**config.mk**
```make
export PLATFORM = sky130hd
export DESIGN_NAME = iis_sample_feeder
export DESIGN_NICKNAME = d
export VERILOG_FILES = /design/src/rtl/iis_sample_feeder.sv
export SDC_FILE = /design/constraint.sdc
export NUM_CORES = 1
export LEC_CHECK = 0
export ABC_CLOCK_PERIOD_IN_PS = 5600
export BUFFER_PORTS_ARGS = -buffer_cell sky130_fd_sc_hd__clkbuf_2
export CAP_MARGIN = 20
export CORE_MARGIN = 2
export CORE_UTILIZATION = 55
export CTS_CLUSTER_DIAMETER = 100
export DETAILED_ROUTE_END_ITERATION = 10
export PLACE_DENSITY = 0.72
export SETUP_SLACK_MARGIN = 0.4
export SYNTH_ARGS = -nofsm -noshare
export SYNTH_HDL_FRONTEND = slang
export SYNTH_SLANG_ARGS = --single-unit
export TNS_END_PERCENT = 1
```
**constraint.sdc**
```tcl
create_clock -name clk_100m -period 5.6 [get_ports clk_100m]
set_clock_uncertainty 0.15 [all_clocks]
set_input_delay 1.12 -clock clk_100m [delete_from_list [all_inputs] [get_ports clk_100m]]
set_output_delay 1.12 -clock clk_100m [all_outputs]
set_load 0.05 [all_outputs]
```
**src/rtl/iis_sample_feeder.sv**
```systemverilog
// Stereo sample FIFO feeding the IIS serial writer: accepts 24-bit L/R pairs,
// presents one pair per lrclk frame, advancing on each left-channel start edge.
module iis_sample_feeder #(
   parameter int DEPTH  = 16,
   parameter int AW     = 4,
   parameter int UCNT_W = 16
) (
   input  logic              clk_100m,
   input  logic              rst_n,
   input  logic              en,
   input  logic              lrclk,
   input  logic              s_valid,
   input  logic [23:0]       s_ldata,
   input  logic [23:0]       s_rdata,
   output logic              s_ready,
   output logic [23:0]       ldata,
   output logic [23:0]       rdata,
   output logic [AW:0]       level,
   output logic              empty,
   output logic              full,
   output logic              underrun,
   output logic [UCNT_W-1:0] underrun_cnt
);

   localparam logic [AW:0]       LVL_ONE  = (AW+1)'(1);
   localparam logic [AW:0]       LVL_FULL = (AW+1)'(DEPTH);
   localparam logic [AW-1:0]     PTR_ONE  = AW'(1);
   localparam logic [UCNT_W-1:0] CNT_ONE  = UCNT_W'(1);

   logic [47:0]       r_mem [DEPTH];
   logic [AW-1:0]     r_wptr;
   logic [AW-1:0]     r_rptr;
   logic [AW:0]       r_level;
   logic              r_lrclk_d1;
   logic [23:0]       r_ldata;
   logic [23:0]       r_rdata;
   logic              r_underrun;
   logic [UCNT_W-1:0] r_ucnt;

   logic              w_left_edge;
   logic              w_empty;
   logic              w_full;
   logic              w_ready;
   logic              w_push;
   logic              w_pop;
   logic              w_frame_start;
   logic [AW:0]       w_level_nxt;

   // Single-register edge detect keeps us cycle-aligned with the writer.
   assign w_left_edge   = r_lrclk_d1 & ~lrclk;
   assign w_empty       = (r_level == {(AW+1){1'b0}});
   assign w_full        = (r_level == LVL_FULL);
   assign w_ready       = en & ~w_full;
   assign w_push        = s_valid & w_ready;
   assign w_frame_start = w_left_edge & en;
   assign w_pop         = w_frame_start & ~w_empty;

   // Next fill level from this cycle's push/pop pair.
   always_comb begin
      w_level_nxt = r_level;
      if (w_push && !w_pop) begin
         w_level_nxt = r_level + LVL_ONE;
      end else if (w_pop && !w_push) begin
         w_level_nxt = r_level - LVL_ONE;
      end else begin
         w_level_nxt = r_level;
      end
   end

   // Sample storage; contents are only read at positions covered by level.
   always_ff @(posedge clk_100m) begin
      if (w_push) begin
         r_mem[r_wptr] <= {s_ldata, s_rdata};
      end
   end

   // Pointers, level and lrclk history; en low flushes the FIFO.
   always_ff @(posedge clk_100m or negedge rst_n) begin
      if (!rst_n) begin
         r_wptr     <= {AW{1'b0}};
         r_rptr     <= {AW{1'b0}};
         r_level    <= {(AW+1){1'b0}};
         r_lrclk_d1 <= 1'b0;
      end else begin
         r_lrclk_d1 <= lrclk;
         if (!en) begin
            r_wptr  <= {AW{1'b0}};
            r_rptr  <= {AW{1'b0}};
            r_level <= {(AW+1){1'b0}};
         end else begin
            if (w_push) r_wptr <= r_wptr + PTR_ONE;
            if (w_pop)  r_rptr <= r_rptr + PTR_ONE;
            r_level <= w_level_nxt;
         end
      end
   end

   // Presented pair and underrun bookkeeping, touched only at frame start.
   always_ff @(posedge clk_100m or negedge rst_n) begin
      if (!rst_n) begin
         r_ldata    <= 24'd0;
         r_rdata    <= 24'd0;
         r_underrun <= 1'b0;
         r_ucnt     <= {UCNT_W{1'b0}};
      end else if (!en) begin
         r_ldata <= 24'd0;
         r_rdata <= 24'd0;
      end else if (w_frame_start) begin
         if (w_empty) begin
            r_ldata    <= 24'd0;
            r_rdata    <= 24'd0;
            r_underrun <= 1'b1;
            if (r_ucnt != {UCNT_W{1'b1}}) r_ucnt <= r_ucnt + CNT_ONE;
         end else begin
            r_ldata <= r_mem[r_rptr][47:24];
            r_rdata <= r_mem[r_rptr][23:0];
         end
      end
   end

   assign s_ready      = w_ready;
   assign ldata        = r_ldata;
   assign rdata        = r_rdata;
   assign level        = r_level;
   assign empty        = w_empty;
   assign full         = w_full;
   assign underrun     = r_underrun;
   assign underrun_cnt = r_ucnt;

endmodule

```
==> results of run 1 <==
## power breakdown
| group | total [uW] | switching, uW | internal (uW) |
|---|---|---|---|
| registers | 7230 | 156 | 7070 |
| logic | 1860 | 1090 | 772 |
| clock network | 5520 | 2320 | 3200 |
| total | 14600 | 3570 | 11000 |
## layer usage
metal,share of wire,wire length (um)
met2,0.52,34800
met3,0.050,3390
met5,0.00019,13
met1,0.41,27700
met4,0.022,1470
## flip-flops by register name, summed over array words and instances (netlist names)
name	count
r_mem	768
ldata	24
rdata	24
underrun_cnt	16
level	5
r_rptr	4
r_wptr	4
r_lrclk_d1	1
underrun	1
## through the flow
step / power, uW / hold slack (ns)
after floorplan: 8720 / 0.399
after global placement: 9220 / 0.322
after detailed placement: 9260 / 0.316
after CTS: 14700 / 0.311
after global routing: 15100 / 0.324
final: 14600 / 0.311
## area by class of cell
type | instances | share of cell area
sequential | 847 | 0.685
multi-input combinational | 529 | 0.188
clock buffer | 107 | 0.0618
tap | 765 | 0.0262
timing repair buffer | 161 | 0.0256
clock inverter | 48 | 0.0129
inverter | 6 | 0.000616
antenna | 1 | 0.0000684
## cells by family (layout without fill, tap and decap cells)
| family | after synthesis | in the layout | share of synthesized area |
|---|---|---|---|
| compound gates | 167 | 167 | 0.0362 |
| xor+xnor | 22 | 22 | 0.00597 |
| fa+ha+maj | 11 | 11 | 0.00450 |
| buf+inv | 85 | 322 | 0.0119 |
| flops | 847 | 847 | 0.776 |
| mux | 244 | 244 | 0.150 |
| other cells | 0 | 1 | 0 |
| simple gates | 85 | 85 | 0.0147 |
## worst paths after layout
path | from | to | slack (ns) | depth (start not counted)
setup / recovery | level[0] | empty | 2.14 | 3
hold / removal | rst_n | ldata[10] | 0.31 | 1
setup reg to reg | level[0] | r_mem[3][3] | 2.28 | 7
hold reg to reg | underrun | underrun | 0.32 | 1
max in group asynchronous | rst_n | r_rptr[1] | 3.85 | 2
min in group clk_100m | underrun | underrun | 0.32 | 1
## cells in the final DEF (no fill, tap or decap), types with 8 or more instances in the layout
cell type | netlist | routed
sky130_fd_sc_hd__mux2i_1 | 49 | 49
sky130_fd_sc_hd__a22oi_1 | 50 | 50
sky130_fd_sc_hd__nand2_1 | 15 | 15
sky130_fd_sc_hd__and2_2 | 0 | 18
sky130_fd_sc_hd__clkbuf_2 | 0 | 124
sky130_fd_sc_hd__edfxtp_1 | 768 | 768
sky130_fd_sc_hd__clkbuf_16 | 0 | 86
sky130_fd_sc_hd__xnor2_1 | 14 | 14
sky130_fd_sc_hd__o21ai_0 | 55 | 55
sky130_fd_sc_hd__nor2_1 | 14 | 14
sky130_fd_sc_hd__dfrtp_1 | 79 | 75
sky130_fd_sc_hd__xor2_1 | 8 | 8
sky130_fd_sc_hd__nand3_1 | 9 | 9
sky130_fd_sc_hd__buf_4 | 1 | 34
sky130_fd_sc_hd__clkbuf_1 | 34 | 18
sky130_fd_sc_hd__clkinv_1 | 0 | 8
sky130_fd_sc_hd__a22o_1 | 48 | 48
sky130_fd_sc_hd__ha_1 | 10 | 10
sky130_fd_sc_hd__mux4_2 | 192 | 192
sky130_fd_sc_hd__clkinv_2 | 0 | 18
==> impl_metrics.prom, run 1 <==
# TYPE chip_impl_metric gauge
chip_impl_info{name="worstHoldPathType",value="primary input to asynchronous set/reset pin"} 1
chip_impl_metric{name="postSynthRegisterBits",unit=""} 847
chip_impl_metric{name="place.gp.congestion",unit=""} 0.824
chip_impl_info{name="timing.critical_path.max_delay_family",value="simple AND/OR/NAND/NOR gates"} 1
chip_impl_metric{name="die_height",unit="um"} 246
chip_impl_metric{name="rows",unit=""} 88
chip_impl_metric{name="global_route.usage.met1",unit=""} 0.314
chip_impl_metric{name="grt_util_met3",unit=""} 0.0386
chip_impl_metric{name="placedCellCount",unit=""} 2308
chip_impl_metric{name="vias_per_cell",unit=""} 6.15
chip_impl_metric{name="synthesis.area",unit="um^2"} 32200
chip_impl_metric{name="cts_made_buffers",unit=""} 84
chip_impl_info{name="grt_busiest_layer",value="met2"} 1
chip_impl_info{name="endpoint_kind",value="output port"} 1
chip_impl_metric{name="synth_cell_type_count",unit=""} 46
chip_impl_metric{name="postSynthAreaPerCell",unit="um^2"} 22.1
chip_impl_metric{name="drt_first_iter_violations",unit=""} 1413
chip_impl_metric{name="ys_async_sr_fraction",unit=""} 0.0933
chip_impl_metric{name="power.ir.vdd_worst",unit="mV"} 0.296
chip_impl_info{name="critical_path.startpoint_type",value="register"} 1
chip_impl_metric{name="drt-wirelength-per-cell",unit="um"} 27.3
chip_impl_metric{name="synth_top_area_frac",unit=""} 0.715
chip_impl_metric{name="post-route-worst-setup-slack",unit="ns"} 2.14
chip_impl_info{name="post-synth-top-count-cell",value="sky130_fd_sc_hd__edfxtp_1"} 1
chip_impl_metric{name="drive_gt1_frac",unit=""} 0.302
chip_impl_metric{name="power.density",unit="nW/um^2"} 400
chip_impl_metric{name="fillers",unit=""} 3892
chip_impl_metric{name="ys_seq_area_frac",unit=""} 0.776
chip_impl_metric{name="drtAntennaViolNets",unit=""} 0
chip_impl_metric{name="finalSetupViolCount",unit=""} 0
chip_impl_metric{name="hold_violations",unit=""} 0
chip_impl_info{name="path_cells",value="or4_4 -> nor2_1 -> clkbuf_2"} 1
chip_impl_metric{name="count_of_flip_flops_with_a_built_in_enable_after_synthesis",unit=""} 768
chip_impl_info{name="grt_setup_unrepaired",value="no"} 1
chip_impl_metric{name="multiInputGateArea",unit="um^2"} 6870
chip_impl_metric{name="maxCapViolations",unit=""} 0
chip_impl_metric{name="syn2layout_area_growth",unit="%"} 13.4
chip_impl_info{name="run_status",value="finished, final reports clean"} 1
chip_impl_metric{name="via_count_of_the_first_global_routing_pass",unit=""} 15700
chip_impl_metric{name="design.die.area",unit="um^2"} 60600
chip_impl_metric{name="final-seq-area",unit="um^2"} 25100
chip_impl_metric{name="floorplan.core_area",unit="um^2"} 57800
chip_impl_metric{name="cellLeakagePower",unit="uW"} 0.0118
chip_impl_metric{name="die_x",unit="um"} 246
chip_impl_metric{name="grt_pass1_wl",unit="um"} 101000
chip_impl_metric{name="worst-slew-pin-transition",unit="ns"} 1.04
chip_impl_metric{name="drt-pass1-iter-count",unit=""} 7
chip_impl_info{name="timing.setup.critical_path_class",value="register to output port"} 1
chip_impl_metric{name="timing.fmax",unit="MHz"} 289
chip_impl_metric{name="finalCritPeriodShare",unit=""} 0.618
chip_impl_metric{name="place.port_buffers",unit=""} 125
chip_impl_metric{name="stdcell_count",unit=""} 2464
chip_impl_metric{name="placed_cell_area",unit="um^2"} 33800
chip_impl_metric{name="place_ws",unit="ns"} 1.73
chip_impl_metric{name="grt_antenna_before_repair",unit=""} 1
chip_impl_metric{name="numClockSinks",unit=""} 847
chip_impl_metric{name="post-route-cell-area",unit="um^2"} 36600
chip_impl_metric{name="cts_setup_buffers",unit=""} 0
chip_impl_info{name="synth_top_flop_cell",value="sky130_fd_sc_hd__edfxtp_1"} 1
chip_impl_metric{name="via_count",unit=""} 15200
chip_impl_metric{name="groute.usage.overall",unit=""} 0.230
chip_impl_info{name="netlist_top_cells_count",value="sky130_fd_sc_hd__edfxtp_1 (768), sky130_fd_sc_hd__mux4_2 (192), sky130_fd_sc_hd__dfrtp_1 (79)"} 1
chip_impl_metric{name="fin_util",unit=""} 0.633
chip_impl_info{name="synthTopCellsByArea",value="sky130_fd_sc_hd__edfxtp_1 (72%), sky130_fd_sc_hd__mux4_2 (13%), sky130_fd_sc_hd__dfrtp_1 (6.1%)"} 1
chip_impl_metric{name="endpoint_required_time_on_the_critical_path",unit="ns"} 4.33
chip_impl_metric{name="insertion_delay",unit="ns"} 0.62
chip_impl_metric{name="path_max_fanout",unit=""} 7
chip_impl_metric{name="clkTransAtPathRegs",unit="ns"} 0.06
chip_impl_metric{name="synthCells",unit=""} 1461
chip_impl_info{name="area_leader_netlist",value="sky130_fd_sc_hd__edfxtp_1"} 1
chip_impl_metric{name="wire_length_after_detailed_routing",unit="um"} 67400
chip_impl_metric{name="cts-hold-fix-buffers",unit=""} 0
chip_impl_metric{name="pin_count_of_the_biggest_net_entering_global_routing",unit=""} 59
chip_impl_metric{name="relSlewSlack",unit=""} 0.309
chip_impl_metric{name="cts_resized",unit=""} 0
chip_impl_metric{name="critical_path_arrival",unit="ns"} 2.19
chip_impl_metric{name="ios",unit=""} 126
chip_impl_metric{name="fin_tns_setup",unit="ns"} 0
chip_impl_metric{name="timing.final.crit_period",unit="ns"} 3.46
chip_impl_metric{name="floorplan.initialDensity",unit=""} 0.558
chip_impl_metric{name="cts_max_level",unit=""} 3
chip_impl_metric{name="ys.warnings.count",unit=""} 0
chip_impl_info{name="tritoncts_clock_tree",value="done"} 1
chip_impl_metric{name="grt-ovfl-total",unit=""} 0
chip_impl_metric{name="groute.layer.met2.usage",unit=""} 0.387
chip_impl_metric{name="hpwlAfterDp",unit="um"} 38500
chip_impl_metric{name="critPathMaxStageDelay",unit="ns"} 0.56
chip_impl_metric{name="drv_slew",unit=""} 0
chip_impl_metric{name="mappedNetlistNets",unit=""} 1525
chip_impl_info{name="root_buffer",value="sky130_fd_sc_hd__clkbuf_16"} 1
chip_impl_info{name="crit_slowest_cell",value="sky130_fd_sc_hd__or4_4"} 1
chip_impl_metric{name="cts_buffer_depth",unit=""} 3
chip_impl_metric{name="finalNetCount",unit=""} 1693
chip_impl_metric{name="crit_buf_inv",unit=""} 1
chip_impl_metric{name="remaining_drc_errors",unit=""} 0
No activity file was read; power rests on OpenSTA's default activity.
==> inputs of run 2 (changes only) <==
- ABC_CLOCK_PERIOD_IN_PS: 5600 -> 2850
- PLACE_DENSITY: 0.72 -> 0.75
- clock period: 5.6 -> 2.85 ns (I/O delays scaled with it)
==> impl_metrics.prom, run 2 (synthesis results as in run 1) <==
# TYPE chip_impl_metric gauge
chip_impl_metric{name="fillers",unit=""} 3699
chip_impl_metric{name="cellLeakagePower",unit="uW"} 0.0122
chip_impl_info{name="timing.critical_path.max_delay_family",value="simple AND/OR/NAND/NOR gates"} 1
chip_impl_info{name="crit_slowest_cell",value="sky130_fd_sc_hd__dfrtp_4"} 1
chip_impl_metric{name="hold_violations",unit=""} 0
chip_impl_metric{name="multiInputGateArea",unit="um^2"} 6950
chip_impl_metric{name="groute.usage.overall",unit=""} 0.238
chip_impl_metric{name="drtAntennaViolNets",unit=""} 0
chip_impl_metric{name="drt-pass1-iter-count",unit=""} 5
chip_impl_metric{name="die_x",unit="um"} 246
chip_impl_info{name="max_flop_register",value="r_mem"} 1
chip_impl_metric{name="worst-slew-pin-transition",unit="ns"} 1.12
chip_impl_metric{name="via_count_of_the_first_global_routing_pass",unit=""} 16600
chip_impl_metric{name="rows",unit=""} 88
chip_impl_metric{name="drt-wirelength-per-cell",unit="um"} 28.0
chip_impl_metric{name="hpwlAfterDp",unit="um"} 37900
chip_impl_metric{name="ios",unit=""} 126
chip_impl_info{name="layout.cells.most_common_list",value="sky130_fd_sc_hd__edfxtp_1 (768), sky130_fd_sc_hd__mux4_2 (192), sky130_fd_sc_hd__clkbuf_2 (121)"} 1
chip_impl_metric{name="r2r_setup_slack",unit="ns"} 0.07
chip_impl_metric{name="maxCapViolations",unit=""} 0
chip_impl_metric{name="power.density",unit="nW/um^2"} 785
chip_impl_metric{name="power.ir.vdd_worst",unit="mV"} 0.648
chip_impl_metric{name="place.gp.congestion",unit=""} 0.753
chip_impl_metric{name="cts_made_buffers",unit=""} 84
chip_impl_info{name="layout_commonest_cell",value="sky130_fd_sc_hd__edfxtp_1"} 1
chip_impl_metric{name="final-seq-area",unit="um^2"} 25100
chip_impl_metric{name="drt_first_iter_violations",unit=""} 1446
chip_impl_info{name="r2r-start",value="level[0]"} 1
chip_impl_info{name="hold-path-endpoint",value="r_rptr[1]"} 1
chip_impl_metric{name="flip_flop_count_of_the_largest_register_after_layout",unit=""} 768
chip_impl_info{name="endpoint_kind",value="register"} 1
chip_impl_info{name="root_buffer",value="sky130_fd_sc_hd__clkbuf_16"} 1
chip_impl_metric{name="remaining_drc_errors",unit=""} 0
chip_impl_metric{name="clkTransAtPathRegs",unit="ns"} 0.07
chip_impl_info{name="path_cells",value="buf_12 -> nor4_4 -> a21oi_4 -> or2_4 -> ha_4 -> a21o_1 -> a21oi_2 -> or3b_4 -> a21boi_1 -> o31ai_1"} 1
chip_impl_metric{name="numClockSinks",unit=""} 847
chip_impl_metric{name="grt_antenna_before_repair",unit=""} 2
chip_impl_metric{name="finalCritPeriodShare",unit=""} 0.976
chip_impl_info{name="timing.setup.critical_path_class",value="register to register"} 1
chip_impl_metric{name="critical_path_arrival",unit="ns"} 3.17
chip_impl_metric{name="path_max_fanout",unit=""} 5
chip_impl_metric{name="vias_per_cell",unit=""} 6.27
chip_impl_metric{name="grt-ovfl-total",unit=""} 0
chip_impl_metric{name="power.total",unit="uW"} 29500
chip_impl_metric{name="place.port_buffers",unit=""} 125
chip_impl_metric{name="die_height",unit="um"} 246
chip_impl_metric{name="finalSetupViolCount",unit=""} 0
chip_impl_info{name="worst_hold_startpoint",value="en"} 1
chip_impl_metric{name="worst_reg2reg_path_depth",unit=""} 10
chip_impl_info{name="critical_path.startpoint_type",value="register"} 1
chip_impl_metric{name="timing.fmax",unit="MHz"} 360
chip_impl_metric{name="timing.final.crit_period",unit="ns"} 2.78
chip_impl_info{name="worstHoldPathType",value="primary input to register"} 1
chip_impl_metric{name="grt_pass1_wl",unit="um"} 105000
chip_impl_metric{name="wire_length_after_detailed_routing",unit="um"} 70300
chip_impl_metric{name="whs_path_depth",unit=""} 3
chip_impl_metric{name="crit_buf_inv",unit=""} 1
chip_impl_info{name="tritoncts_clock_tree",value="done"} 1
chip_impl_metric{name="pin_count_of_the_biggest_net_entering_global_routing",unit=""} 58
chip_impl_metric{name="insertion_delay",unit="ns"} 0.63
chip_impl_info{name="regToRegEndpoint",value="level[4]"} 1
chip_impl_metric{name="relSlewSlack",unit=""} 0.255
chip_impl_metric{name="cts_max_level",unit=""} 3
chip_impl_info{name="grt_setup_unrepaired",value="yes"} 1
chip_impl_metric{name="cts_buffer_depth",unit=""} 3
chip_impl_metric{name="endpoint_required_time_on_the_critical_path",unit="ns"} 3.24
chip_impl_metric{name="floorplan.core_area",unit="um^2"} 57800
chip_impl_metric{name="critPathMaxStageDelay",unit="ns"} 0.50
chip_impl_info{name="run_status",value="finished, final reports clean"} 1
chip_impl_metric{name="fin_tns_setup",unit="ns"} 0
chip_impl_metric{name="worstSetupPathDepth",unit=""} 10
chip_impl_metric{name="finalNetCount",unit=""} 1733
chip_impl_metric{name="floorplan.initialDensity",unit=""} 0.558
chip_impl_metric{name="syn2layout_area_growth",unit="%"} 16.4
chip_impl_metric{name="via_count",unit=""} 15700
chip_impl_metric{name="design.die.area",unit="um^2"} 60600
chip_impl_metric{name="drv_slew",unit=""} 0
chip_impl_metric{name="drive_gt1_frac",unit=""} 0.327
[run 2: cell count changes in the layout (fill, tap and decap cells not counted), sizes merged]
cell         delta
buf            +40
inv             +1
clkinv          -2
clkinvlp        -4
dlygate4sd3     +2
clkbuf          +4
bufinv          +2
[run 2: cell type report]
class | count | share of cell area
flip-flops and latches | 847 | 0.667
multi-input cells | 529 | 0.185
clock buffers | 113 | 0.0616
repair buffers | 201 | 0.0467
well taps | 765 | 0.0255
clock inverters | 45 | 0.0129
inverters | 6 | 0.000600
diodes | 1 | 0.0000666
[run 2: stage by stage]
stage / hold WS (ns) / cell area (um^2) / setup slack [ns] / util / instances
CTS: 0.0890 / 37400 / 0.0531 / 0.647 / 2500
floorplan: 0.124 / 32300 / 0.0375 / - / 1461
finish: 0.135 / 37500 / 0.0694 / 0.650 / 2507
global route: 0.138 / 37500 / -0.0205 / 0.650 / 2507
detailed placement: 0.317 / 34500 / 0.0459 / 0.597 / 2335
global placement: 0.310 / 34500 / 0.0774 / 0.597 / 2335
[run 2: repair_timing]
action	4_1_cts	5_1_grt
resized for setup	9	23
endpoints found under the hold margin	31	0
hold buffers	2	0
pin swaps	3	6
buffers inserted	5	5
endpoints found under the setup margin	94	675
cloned	0	1
[run 2: tightest hold or removal path, stage by stage]
cell and delay, ns:
sky130_fd_sc_hd__clkbuf_2 0.16, sky130_fd_sc_hd__nand2_1 0.08, sky130_fd_sc_hd__o21ai_0 0.06
[run 2: power by group]
group	total (uW)	leakage, uW	internal (uW)	switching (uW)
Sequential	14100	0.00798	13900	224
Clock	11100	0.00137	6550	4590
Combinational	4210	0.00284	1860	2340
[run 2: worst max path at each step]
stage	startpoint	end	slack, ns
floorplan	level[2]	level[4]	0.04
global placement	s_valid	level[4]	0.08
detailed placement	s_valid	level[4]	0.05
CTS	level[0]	s_ready	0.05
global route	level[0]	level[4]	-0.02
finish	level[0]	level[4]	0.07
[run 2: layer usage]
metal / up-vias / share of wire / global-route usage
li1: 6555 / - / -
met1: 8385 / 0.40 / 0.326
met2: 635 / 0.50 / 0.394
met3: 140 / 0.063 / 0.0376
met4: 2 / 0.030 / 0.0820
met5: - / 0.00020 / 0
==> inputs of run 3 (changes only) <==
- SETUP_SLACK_MARGIN: 0.4 -> default
==> impl_metrics.prom, run 3 (synthesis results as in run 1) <==
# TYPE chip_impl_metric gauge
chip_impl_info{name="run_status",value="finished, final reports clean"} 1
chip_impl_metric{name="drv_slew",unit=""} 0
chip_impl_metric{name="timing.fmax",unit="MHz"} 356
chip_impl_info{name="crit_slowest_cell",value="sky130_fd_sc_hd__or4_4"} 1
chip_impl_metric{name="grt-ovfl-total",unit=""} 0
chip_impl_metric{name="cellLeakagePower",unit="uW"} 0.0121
chip_impl_metric{name="cts_made_buffers",unit=""} 84
chip_impl_metric{name="grt_pass1_wl",unit="um"} 103000
chip_impl_metric{name="critPathMaxStageDelay",unit="ns"} 0.59
chip_impl_info{name="max_flop_register",value="r_mem"} 1
chip_impl_metric{name="finalSetupViolCount",unit=""} 0
chip_impl_metric{name="stdcell_count",unit=""} 2502
chip_impl_metric{name="rows",unit=""} 88
chip_impl_info{name="endpoint_kind",value="output port"} 1
chip_impl_metric{name="via_count",unit=""} 15700
chip_impl_metric{name="fillers",unit=""} 3714
chip_impl_metric{name="remaining_drc_errors",unit=""} 0
chip_impl_metric{name="ios",unit=""} 126
chip_impl_metric{name="numClockSinks",unit=""} 847
chip_impl_metric{name="die_x",unit="um"} 246
chip_impl_metric{name="groute.usage.overall",unit=""} 0.233
chip_impl_info{name="root_buffer",value="sky130_fd_sc_hd__clkbuf_16"} 1
chip_impl_metric{name="hold_violations",unit=""} 0
chip_impl_metric{name="design.die.area",unit="um^2"} 60600
chip_impl_metric{name="hpwlAfterDp",unit="um"} 37800
chip_impl_metric{name="place.port_buffers",unit=""} 125
chip_impl_info{name="tritoncts_clock_tree",value="done"} 1
chip_impl_metric{name="maxCapViolations",unit=""} 0
chip_impl_metric{name="floorplan.core_area",unit="um^2"} 57800
chip_impl_info{name="worstHoldPathType",value="primary input to register"} 1
chip_impl_metric{name="worst-slew-pin-transition",unit="ns"} 0.825
chip_impl_metric{name="crit_buf_inv",unit=""} 2
chip_impl_metric{name="endpoint_required_time_on_the_critical_path",unit="ns"} 2.13
chip_impl_metric{name="placedCellCount",unit=""} 2342
chip_impl_metric{name="relSlewSlack",unit=""} 0.450
chip_impl_metric{name="cts_max_level",unit=""} 3
chip_impl_metric{name="finalCritPeriodShare",unit=""} 0.986
chip_impl_metric{name="drt-pass1-iter-count",unit=""} 5
chip_impl_metric{name="cts_buffer_depth",unit=""} 3
chip_impl_metric{name="place.gp.congestion",unit=""} 0.793
chip_impl_metric{name="wire_length_after_detailed_routing",unit="um"} 69000
chip_impl_metric{name="drtAntennaViolNets",unit=""} 0
chip_impl_info{name="timing.critical_path.max_delay_family",value="simple AND/OR/NAND/NOR gates"} 1
chip_impl_metric{name="floorplan.initialDensity",unit=""} 0.558
chip_impl_metric{name="power.ir.vdd_worst",unit="mV"} 0.575
chip_impl_metric{name="drt-wirelength-per-cell",unit="um"} 27.6
chip_impl_metric{name="critical_path_arrival",unit="ns"} 2.09
chip_impl_metric{name="drt_first_iter_violations",unit=""} 1231
chip_impl_metric{name="flip_flop_count_of_the_largest_register_after_layout",unit=""} 768
chip_impl_info{name="layout.cells.most_common_list",value="sky130_fd_sc_hd__edfxtp_1 (768), sky130_fd_sc_hd__mux4_2 (192), sky130_fd_sc_hd__clkbuf_2 (121)"} 1
chip_impl_metric{name="die_height",unit="um"} 246
chip_impl_metric{name="finalNetCount",unit=""} 1729
chip_impl_metric{name="drive_gt1_frac",unit=""} 0.319
chip_impl_metric{name="grt_antenna_before_repair",unit=""} 7
chip_impl_metric{name="via_count_of_the_first_global_routing_pass",unit=""} 16600
chip_impl_metric{name="timing.final.crit_period",unit="ns"} 2.81
chip_impl_info{name="critical_path.startpoint_type",value="register"} 1
chip_impl_metric{name="power.total",unit="uW"} 29100
chip_impl_metric{name="path_max_fanout",unit=""} 4
chip_impl_metric{name="cts_setup_buffers",unit=""} 0
chip_impl_metric{name="power.density",unit="nW/um^2"} 778
chip_impl_metric{name="vias_per_cell",unit=""} 6.29
chip_impl_info{name="timing.setup.critical_path_class",value="register to output port"} 1
chip_impl_info{name="grt_setup_unrepaired",value="yes"} 1
chip_impl_info{name="path_cells",value="buf_4 -> or4_4 -> nor2_4 -> clkbuf_4"} 1
chip_impl_metric{name="clkTransAtPathRegs",unit="ns"} 0.06
chip_impl_metric{name="syn2layout_area_growth",unit="%"} 16.0
chip_impl_metric{name="insertion_delay",unit="ns"} 0.63
chip_impl_info{name="layout_commonest_cell",value="sky130_fd_sc_hd__edfxtp_1"} 1
chip_impl_metric{name="pin_count_of_the_biggest_net_entering_global_routing",unit=""} 79
## run 3: cell count changes in the layout (fill, tap and decap cells not counted), sizes merged
| cell | previous run | this run |
|---|---|---|
| diode | 1 | 4 |
| clkinv | 28 | 32 |
| buf | 77 | 73 |
| clkbuf | 235 | 227 |
| inv | 11 | 10 |
| clkinvlp | 3 | 4 |
## run 3: layout make-up
class | instances | area (um^2) | share of cell area
sequential | 847 | 25100 | 0.670
clock buffer | 105 | 2230 | 0.0597
clock inverter | 49 | 513 | 0.0137
antenna | 4 | 10.0 | 0.000268
multi-input combinational | 529 | 6910 | 0.185
tap | 765 | 957 | 0.0256
timing repair buffer | 197 | 1700 | 0.0455
inverter | 6 | 22.5 | 0.000602
## run 3: layer usage
metal | track usage | part of all wire | vias to the layer above
li1 | - | - | 6552
met2 | 0.381 | 0.50 | 613
met1 | 0.320 | 0.41 | 8453
met3 | 0.0411 | 0.063 | 109
met4 | 0.0843 | 0.028 | 6
met5 | 0 | 0.00055 | -
## run 3: worst paths after layout
path                            slack [ns]        end  cells past startpoint     start
worst max register to register        0.20   level[4]                     11  level[1]
max in group asynchronous             1.57  r_rptr[2]                      3     rst_n
worst min register to register        0.32   underrun                      1  underrun
worst max-delay path                  0.04       full                      4  level[3]
min in group asynchronous             0.29   ldata[6]                      2     rst_n
worst min-delay path                  0.14   level[1]                      4   s_valid
## run 3: worst min-delay path, cell delays in order
cell                       delay [ns]
sky130_fd_sc_hd__clkbuf_2        0.10
sky130_fd_sc_hd__xor2_1          0.06
sky130_fd_sc_hd__nand2_1         0.06
sky130_fd_sc_hd__a21oi_1         0.06
## run 3: report_power, final
group,switching [uW],total [uW],internal [uW]
Clock,4530,10900,6400
Sequential,195,14100,13900
Combinational,2310,4060,1750
## run 3: timing repair
action / in CTS / in global routing
pin swaps: 0 / 6
hold buffers: 2 / 0
endpoints found under the setup margin: 3 / 4
gates resized for setup: 7 / 11
hold endpoints to repair: 30 / 0
## run 3: stage by stage
step           setup slack (ns)  hold WS [ns]  utilization  area, um^2  setup TNS (ns)
2_1_floorplan            -0.478         0.124            -       32300         -177.76
3_3_place_gp            -0.0364         0.311        0.598       34600         -0.0364
5_1_grt                 -0.0342         0.127        0.647       37400         -0.0718
6_report                 0.0393         0.136        0.647       37400               0
4_1_cts               -0.000788         0.104        0.646       37400       -0.000788
3_5_place_dp             -0.104         0.311        0.598       34600          -0.104
